$ cat src/rtl/rng_pkg.sv
// Shared constants, FSM state encoding and sizing helpers for the rng_stream block.
package rng_pkg;

    localparam int WORDSIZE = 32;

    typedef enum logic [1:0] {
        IDLE  = 2'd0,
        RUN   = 2'd1,
        STALL = 2'd2
    } rng_state_e;

    // Galois right-shift feedback masks known to be maximal-length.
    // Widths without an entry return zero and must be given an explicit POLY.
    function automatic logic [63:0] default_poly(input int width);
        case (width)
            4:       default_poly = 64'h0000_0000_0000_000C;
            5:       default_poly = 64'h0000_0000_0000_0014;
            6:       default_poly = 64'h0000_0000_0000_0030;
            7:       default_poly = 64'h0000_0000_0000_0060;
            8:       default_poly = 64'h0000_0000_0000_00B8;
            16:      default_poly = 64'h0000_0000_0000_B400;
            32:      default_poly = 64'h0000_0000_8020_0003;
            64:      default_poly = 64'hD800_0000_0000_0000;
            default: default_poly = 64'h0;
        endcase
    endfunction

    function automatic int cnt_width(input int depth);
        return $clog2(depth + 1);
    endfunction

endpackage

$ cat src/rtl/rng_fifo.sv
// Show-ahead word buffer with synchronous flush; head is forced to zero when empty.
module rng_fifo
    import rng_pkg::*;
#(
    parameter int WIDTH = WORDSIZE,
    parameter int DEPTH = 4
) (
    input  logic                          clk,
    input  logic                          reset,
    input  logic                          flush,
    input  logic                          push,
    input  logic                          pop,
    input  logic [WIDTH-1:0]              wdata,
    output logic [WIDTH-1:0]              rdata,
    output logic [cnt_width(DEPTH)-1:0]   count
);

    localparam int AW = $clog2(DEPTH);
    localparam int CW = cnt_width(DEPTH);

    logic [WIDTH-1:0] mem_q [DEPTH];
    logic [AW-1:0]    wr_ptr_q, wr_ptr_d;
    logic [AW-1:0]    rd_ptr_q, rd_ptr_d;
    logic [CW-1:0]    count_q, count_d;
    logic             do_push, do_pop;

    assign do_pop  = pop && (count_q != '0);
    // A full buffer still accepts a word when the head leaves on the same edge.
    assign do_push = push && ((count_q != CW'(DEPTH)) || do_pop);

    always_comb begin
        wr_ptr_d = wr_ptr_q;
        rd_ptr_d = rd_ptr_q;
        count_d  = count_q;
        if (flush) begin
            wr_ptr_d = '0;
            rd_ptr_d = '0;
            count_d  = '0;
        end else begin
            if (do_push) wr_ptr_d = wr_ptr_q + AW'(1);
            if (do_pop)  rd_ptr_d = rd_ptr_q + AW'(1);
            case ({do_push, do_pop})
                2'b10:   count_d = count_q + CW'(1);
                2'b01:   count_d = count_q - CW'(1);
                default: count_d = count_q;
            endcase
        end
    end

    always_ff @(posedge clk or posedge reset) begin
        if (reset) begin
            wr_ptr_q <= '0;
            rd_ptr_q <= '0;
            count_q  <= '0;
        end else begin
            wr_ptr_q <= wr_ptr_d;
            rd_ptr_q <= rd_ptr_d;
            count_q  <= count_d;
        end
    end

    always_ff @(posedge clk) begin
        if (do_push && !flush) mem_q[wr_ptr_q] <= wdata;
    end

    assign rdata = (count_q != '0) ? mem_q[rd_ptr_q] : '0;
    assign count = count_q;

endmodule

$ cat src/rtl/rng_stream.sv
// Galois LFSR word generator feeding a show-ahead buffer, with seed load/flush
// and backpressure that stalls the LFSR rather than dropping words.
module rng_stream
    import rng_pkg::*;
#(
    parameter int               WIDTH        = WORDSIZE,
    parameter logic [WIDTH-1:0] POLY         = WIDTH'(default_poly(WIDTH)),
    parameter logic [WIDTH-1:0] SEED_DEFAULT = WIDTH'(1),
    parameter int               DEPTH        = 4
) (
    input  logic                          clk,
    input  logic                          reset,
    input  logic                          en,
    input  logic                          seed_we,
    input  logic [WIDTH-1:0]              seed,
    input  logic                          out_ready,
    output logic [WIDTH-1:0]              dataout,
    output logic                          ready,
    output logic [cnt_width(DEPTH)-1:0]   count
);

    localparam int CW = cnt_width(DEPTH);

    rng_state_e       state_q, state_d;
    logic [WIDTH-1:0] lfsr_q, lfsr_d, lfsr_step;
    logic             full, push, pop;

    assign full  = (count == CW'(DEPTH));
    assign ready = (count != '0);
    assign pop   = ready && out_ready && !seed_we;
    assign push  = en && !seed_we && (!full || pop);

    assign lfsr_step = (lfsr_q >> 1) ^ (lfsr_q[0] ? POLY : '0);

    // A zero seed would lock the LFSR at zero, so it is replaced by 1.
    always_comb begin
        lfsr_d = lfsr_q;
        if (seed_we)   lfsr_d = (seed == '0) ? WIDTH'(1) : seed;
        else if (push) lfsr_d = lfsr_step;
    end

    always_comb begin
        state_d = state_q;
        if (seed_we)          state_d = en ? RUN : IDLE;
        else if (!en)         state_d = IDLE;
        else if (full && !pop) state_d = STALL;
        else                  state_d = RUN;
    end

    always_ff @(posedge clk or posedge reset) begin
        if (reset) begin
            lfsr_q  <= SEED_DEFAULT;
            state_q <= IDLE;
        end else begin
            lfsr_q  <= lfsr_d;
            state_q <= state_d;
        end
    end

    rng_fifo #(
        .WIDTH (WIDTH),
        .DEPTH (DEPTH)
    ) u_fifo (
        .clk   (clk),
        .reset (reset),
        .flush (seed_we),
        .push  (push),
        .pop   (pop),
        .wdata (lfsr_q),
        .rdata (dataout),
        .count (count)
    );

endmodule

$ cat config.mk
export PLATFORM = sky130hd
export DESIGN_NAME = rng_stream
export DESIGN_NICKNAME = d
export VERILOG_FILES = /design/src/rtl/rng_pkg.sv /design/src/rtl/rng_fifo.sv /design/src/rtl/rng_stream.sv
export SDC_FILE = /design/constraint.sdc
export NUM_CORES = 1
export LEC_CHECK = 0
export ABC_AREA = 1
export CORE_ASPECT_RATIO = 1.4
export CORE_UTILIZATION = 40
export CTS_CLUSTER_SIZE = 16
export DETAILED_ROUTE_END_ITERATION = 16
export HOLD_SLACK_MARGIN = 0.06
export SYNTH_ARGS = -nofsm -noshare
export SYNTH_HDL_FRONTEND = slang
export SYNTH_SLANG_ARGS = --single-unit
$ cat constraint.sdc
create_clock -name clk -period 5.4 [get_ports clk]
set_input_delay 1.35 -clock clk [delete_from_list [all_inputs] [get_ports clk]]
set_output_delay 1.35 -clock clk [all_outputs]
set_load 0.03 [all_outputs]
==> report_table.html <==
<table>
<tr><th>Metric</th><th>Value</th></tr>
<tr><th colspan="2">Floorplanning</th></tr>
<tr><td>Die Ht</td><td>158 um</td></tr>
<tr><td>Die W</td><td>113 um</td></tr>
<tr><td>Core area</td><td>16900 sq um</td></tr>
<tr><td>Count of standard-cell rows</td><td>56</td></tr>
<tr><td>Ports</td><td>73</td></tr>
<tr><td>Die area</td><td>17900 sq um</td></tr>
<tr><td>Starting utilization of the core area</td><td>41.2%</td></tr>
<tr><th colspan="2">Setup path</th></tr>
<tr><td>CP max-delay cell</td><td>clkinv_1</td></tr>
<tr><td>Critical path arrival</td><td>3.17 ns</td></tr>
<tr><td>Worst Setup Path Type</td><td>register to primary output</td></tr>
<tr><td>Critical Path Max Stage Delay</td><td>0.92 ns</td></tr>
<tr><td>Critical path capture point type</td><td>primary output</td></tr>
<tr><td>Worst EP required</td><td>4.05 ns</td></tr>
<tr><td>Worst-path maximum fanout</td><td>34</td></tr>
<tr><td>Ordered cell list for the critical path</td><td>clkinv_1 &gt; nor2_1 &gt; o21ai_0 &gt; a21oi_1 &gt; clkdlybuf4s50_1</td></tr>
<tr><td>Startpoint kind of the worst setup timing path</td><td>register</td></tr>
<tr><th colspan="2">Global route</th></tr>
<tr><td>Total GRT Usage</td><td>18.9%</td></tr>
<tr><td>Antenna violations before repair</td><td>0</td></tr>
<tr><td>Largest net degree at the start of global routing</td><td>40</td></tr>
<tr><td>Vias in the first global route</td><td>4778</td></tr>
<tr><td>Global-route wire length before repair</td><td>25200 um</td></tr>
<tr><td>Total global routing overflow</td><td>0</td></tr>
<tr><th colspan="2">STA</th></tr>
<tr><td>Setup skew after layout</td><td>0.00915 ns</td></tr>
<tr><td>Hold Fails Final Rpt</td><td>0</td></tr>
<tr><td>Fin worst setup slack</td><td>0.883 ns</td></tr>
<tr><td>Worst-Margin Slew</td><td>1.19 ns</td></tr>
<tr><td>RSZ-0062 raised after global routing</td><td>false</td></tr>
<tr><td>Maximum operating frequency</td><td>221 MHz</td></tr>
<tr><td>Post-route minimum period</td><td>4.52 ns</td></tr>
<tr><td>Share of the clock period used by the worst path</td><td>83.6%</td></tr>
<tr><td>Total count of max-transition violations in the final report</td><td>0</td></tr>
<tr><td>Relative slew slack</td><td>20.0%</td></tr>
<tr><td>Setup violation total in the final timing report</td><td>0</td></tr>
<tr><td>Final total negative setup slack</td><td>0 ns</td></tr>
<tr><th colspan="2">CTS</th></tr>
<tr><td>Number of CTS-inserted buffers</td><td>17</td></tr>
<tr><td>Buffer cell driving the clock tree root</td><td>clkbuf_16</td></tr>
<tr><td>CTS tree</td><td>yes</td></tr>
<tr><td>Clock transition at the registers of the reported paths</td><td>0.06 ns</td></tr>
<tr><td>Maximum buffer depth of the clock tree</td><td>2</td></tr>
<tr><td>Level count of the clock H-tree</td><td>4</td></tr>
<tr><td>Post-CTS Setup Repair Bufs</td><td>0</td></tr>
<tr><td>Hold-fix buffers at CTS</td><td>0</td></tr>
<tr><td>CTS Sinks</td><td>167</td></tr>
<tr><td>PostCTS Resize Cnt</td><td>0</td></tr>
<tr><td>Clk Latency, worst-skew pair</td><td>0.42 ns</td></tr>
<tr><th colspan="2">Place</th></tr>
<tr><td>Placed wire-length estimate</td><td>10100 um</td></tr>
<tr><td>Quantity of I/O buffers inserted on ports</td><td>72</td></tr>
<tr><td>Post-detailed-placement cell area</td><td>7910 sq um</td></tr>
<tr><td>Worst slack after detailed placement</td><td>1.07 ns</td></tr>
<tr><td>GPL Wtd Cong</td><td>0.798</td></tr>
<tr><th colspan="2">Cells and area</th></tr>
<tr><td>Commonest cells after routing, fill and taps aside</td><td>nor2_1 (192), edfxtp_1 (128), clkdlybuf4s50_1 (72)</td></tr>
<tr><td>Layout Area Growth over Synthesis</td><td>22.6%</td></tr>
<tr><td>Final non-filler cell area</td><td>8530 sq um</td></tr>
<tr><td>Final net count</td><td>741</td></tr>
<tr><td>Total of fill cells in the finished design</td><td>1459</td></tr>
<tr><td>Antenna diode count</td><td>0</td></tr>
<tr><td>Most common cell after layout, fill and taps aside</td><td>nor2_1</td></tr>
<tr><td>Fraction of the core area covered by cells at the end of the flow</td><td>50.5%</td></tr>
<tr><td>Proportion of layout cells with a drive suffix above 1</td><td>8.29%</td></tr>
<tr><th colspan="2">Yosys</th></tr>
<tr><td>Synthesized-area fraction occupied by xor and xnor cells</td><td>0.503%</td></tr>
<tr><td>Dominant combinational cell family by area after synthesis</td><td>simple AND/OR/NAND/NOR gates</td></tr>
<tr><td>Cell variety after synth</td><td>29</td></tr>
<tr><td>Mapped Cells</td><td>632</td></tr>
<tr><td>Total standard cell area after synthesis</td><td>6960 sq um</td></tr>
<tr><td>Post-synthesis cell type with the largest combined area</td><td>edfxtp_1</td></tr>
<tr><td>Synthesized-area fraction occupied by ao, oa, aoi and oai cells</td><td>9.60%</td></tr>
<tr><td>Nets in the synthesized netlist</td><td>674</td></tr>
<tr><td>Share of synthesized area spent on multiplexers</td><td>0%</td></tr>
<tr><td>Portion of the post-synthesis area used by sequential elements</td><td>69.3%</td></tr>
<tr><td>Share of Yosys cell area claimed by the top area cell type</td><td>55.2%</td></tr>
<tr><td>Share of synthesized cell area in and, or, nand and nor gates</td><td>16.0%</td></tr>
<tr><td>Adder-cell share of the synthesized area</td><td>1.01%</td></tr>
<tr><td>Number of register bits inferred by synthesis</td><td>167</td></tr>
<tr><td>Synthesized area per cell</td><td>11.0 sq um</td></tr>
<tr><td>Synthesis Warnings</td><td>0</td></tr>
<tr><td>Leading post-synthesis cells by cell area</td><td>edfxtp_1 (55%), dfrtp_1 (14%), nor2_1 (11%)</td></tr>
<tr><th colspan="2">Detailed routing</th></tr>
<tr><td>Via Count</td><td>4752</td></tr>
<tr><td>DRC violation count after routing</td><td>0</td></tr>
<tr><td>Initial DRC Count</td><td>278</td></tr>
<tr><td>First-pass iteration count of the detailed router</td><td>4</td></tr>
<tr><td>Per-cell routed wire length</td><td>16.8 um</td></tr>
<tr><td>Final antenna-violating net count</td><td>0</td></tr>
<tr><td>Wire length after detailed routing</td><td>15800 um</td></tr>
<tr><td>Per-cell via count in the routed design</td><td>5.03</td></tr>
<tr><th colspan="2">Pwr</th></tr>
<tr><td>Ratio of total power to cell area</td><td>376 nW/um^2</td></tr>
<tr><td>IR Drop Worst-Case VDD</td><td>0.000199 V</td></tr>
<tr><td>Leakage power total</td><td>3.08 nW</td></tr>
<tr><td>Power Total</td><td>3.21 mW</td></tr>
<tr><th colspan="2">Worst hold path</th></tr>
<tr><td>Type of the worst min-delay path</td><td>register to register</td></tr>
<tr><th colspan="2">Flow run</th></tr>
<tr><td>Max-cap violations</td><td>0</td></tr>
<tr><th colspan="2">Run status</th></tr>
<tr><td>Result of the run</td><td>complete, no violations</td></tr>
</table>
==> state kept, by name (all words and copies together) (netlist names) <==
name	flops
u_fifo.wr_ptr_q	2
u_fifo.mem_q	128
lfsr_q	32
u_fifo.rd_ptr_q	2
u_fifo.count	3
==> per-layer routing <==
layer  track usage [%]  vias up  wire length, um
met5                 0        -                0
met2              33.8      116             8420
met4              7.83        0              345
li1                  -     2312                -
met1              22.5     2295             6490
met3              3.25       29              576
==> critical path: cells and delay by family, from the launching register on <==
family	cells	cell delay [ns]
AND/OR/NAND/NOR	1	0.33
flip-flops	1	0.36
AO/OA/AOI/OAI	2	0.39
buffers and inverters	2	1.66
==> cells in the mapped netlist, drive strengths merged <==
master	instances
nand2	49
fa	1
nor2	198
dfrtp	38
edfxtp	128
a21oi	37
nand3b	1
xor2	1
clkinv	1
o21ai	72
o22ai	19
inv	17
dfstp	1
nand4	1
clkbuf	16
ha	4
xnor2	3
nand3	25
buf	20
==> layout make-up <==
| type | count | area, sq um | share of cell area (%) |
|---|---|---|---|
| Clock inverter | 11 | 173 | 2.02 |
| Inverter | 18 | 67.6 | 0.792 |
| Clock buffer | 21 | 450 | 5.28 |
| Sequential cell | 167 | 4820 | 56.5 |
| Timing Repair Buffer | 84 | 836 | 9.79 |
| Tap cell | 232 | 290 | 3.40 |
| Multi-Input combinational cell | 411 | 1900 | 22.2 |
==> stage by stage <==
stage / cells / hold slack [ns]
after CTS: 944 / 0.559
after global placement: 912 / 0.523
after floorplan: 632 / 0.492
after global routing: 944 / 0.578
after detailed placement: 912 / 0.546
final: 944 / 0.556
==> power by group <==
| part | leakage [nW] | total, mW | internal [mW] | switching, mW |
|---|---|---|---|---|
| combinational | 1.16 | 0.400 | 0.151 | 0.250 |
| sequential | 1.62 | 1.55 | 1.48 | 0.0698 |
| clock | 0.292 | 1.26 | 0.788 | 0.475 |
==> final timing paths <==
kind	start	endpoint	slack, ns	cells after the start
setup / recovery	u_fifo.rd_ptr_q[1]	dataout[1]	0.88	5
max in group asynchronous	reset	u_fifo.rd_ptr_q[0]	3.63	3
hold / removal	lfsr_q[15]	u_fifo.mem_q[2][15]	0.56	0
min in group asynchronous	reset	lfsr_q[6]	1.36	3
setup reg to reg	u_fifo.count[0]	u_fifo.mem_q[3][22]	3.13	5
hold reg to reg	lfsr_q[15]	u_fifo.mem_q[2][15]	0.56	0
==> cells by family (layout without fill, tap and decap cells) <==
| kind of cell | Yosys count | after routing |
|---|---|---|
| AND/OR/NAND/NOR | 274 | 274 |
| flip-flops | 167 | 167 |
| AO/OA/AOI/OAI | 128 | 128 |
| buffers and inverters | 54 | 134 |
| adder cells (fa/ha/maj) | 5 | 5 |
| XOR/XNOR | 4 | 4 |
Note: power is estimated with default switching activity, not from simulation.
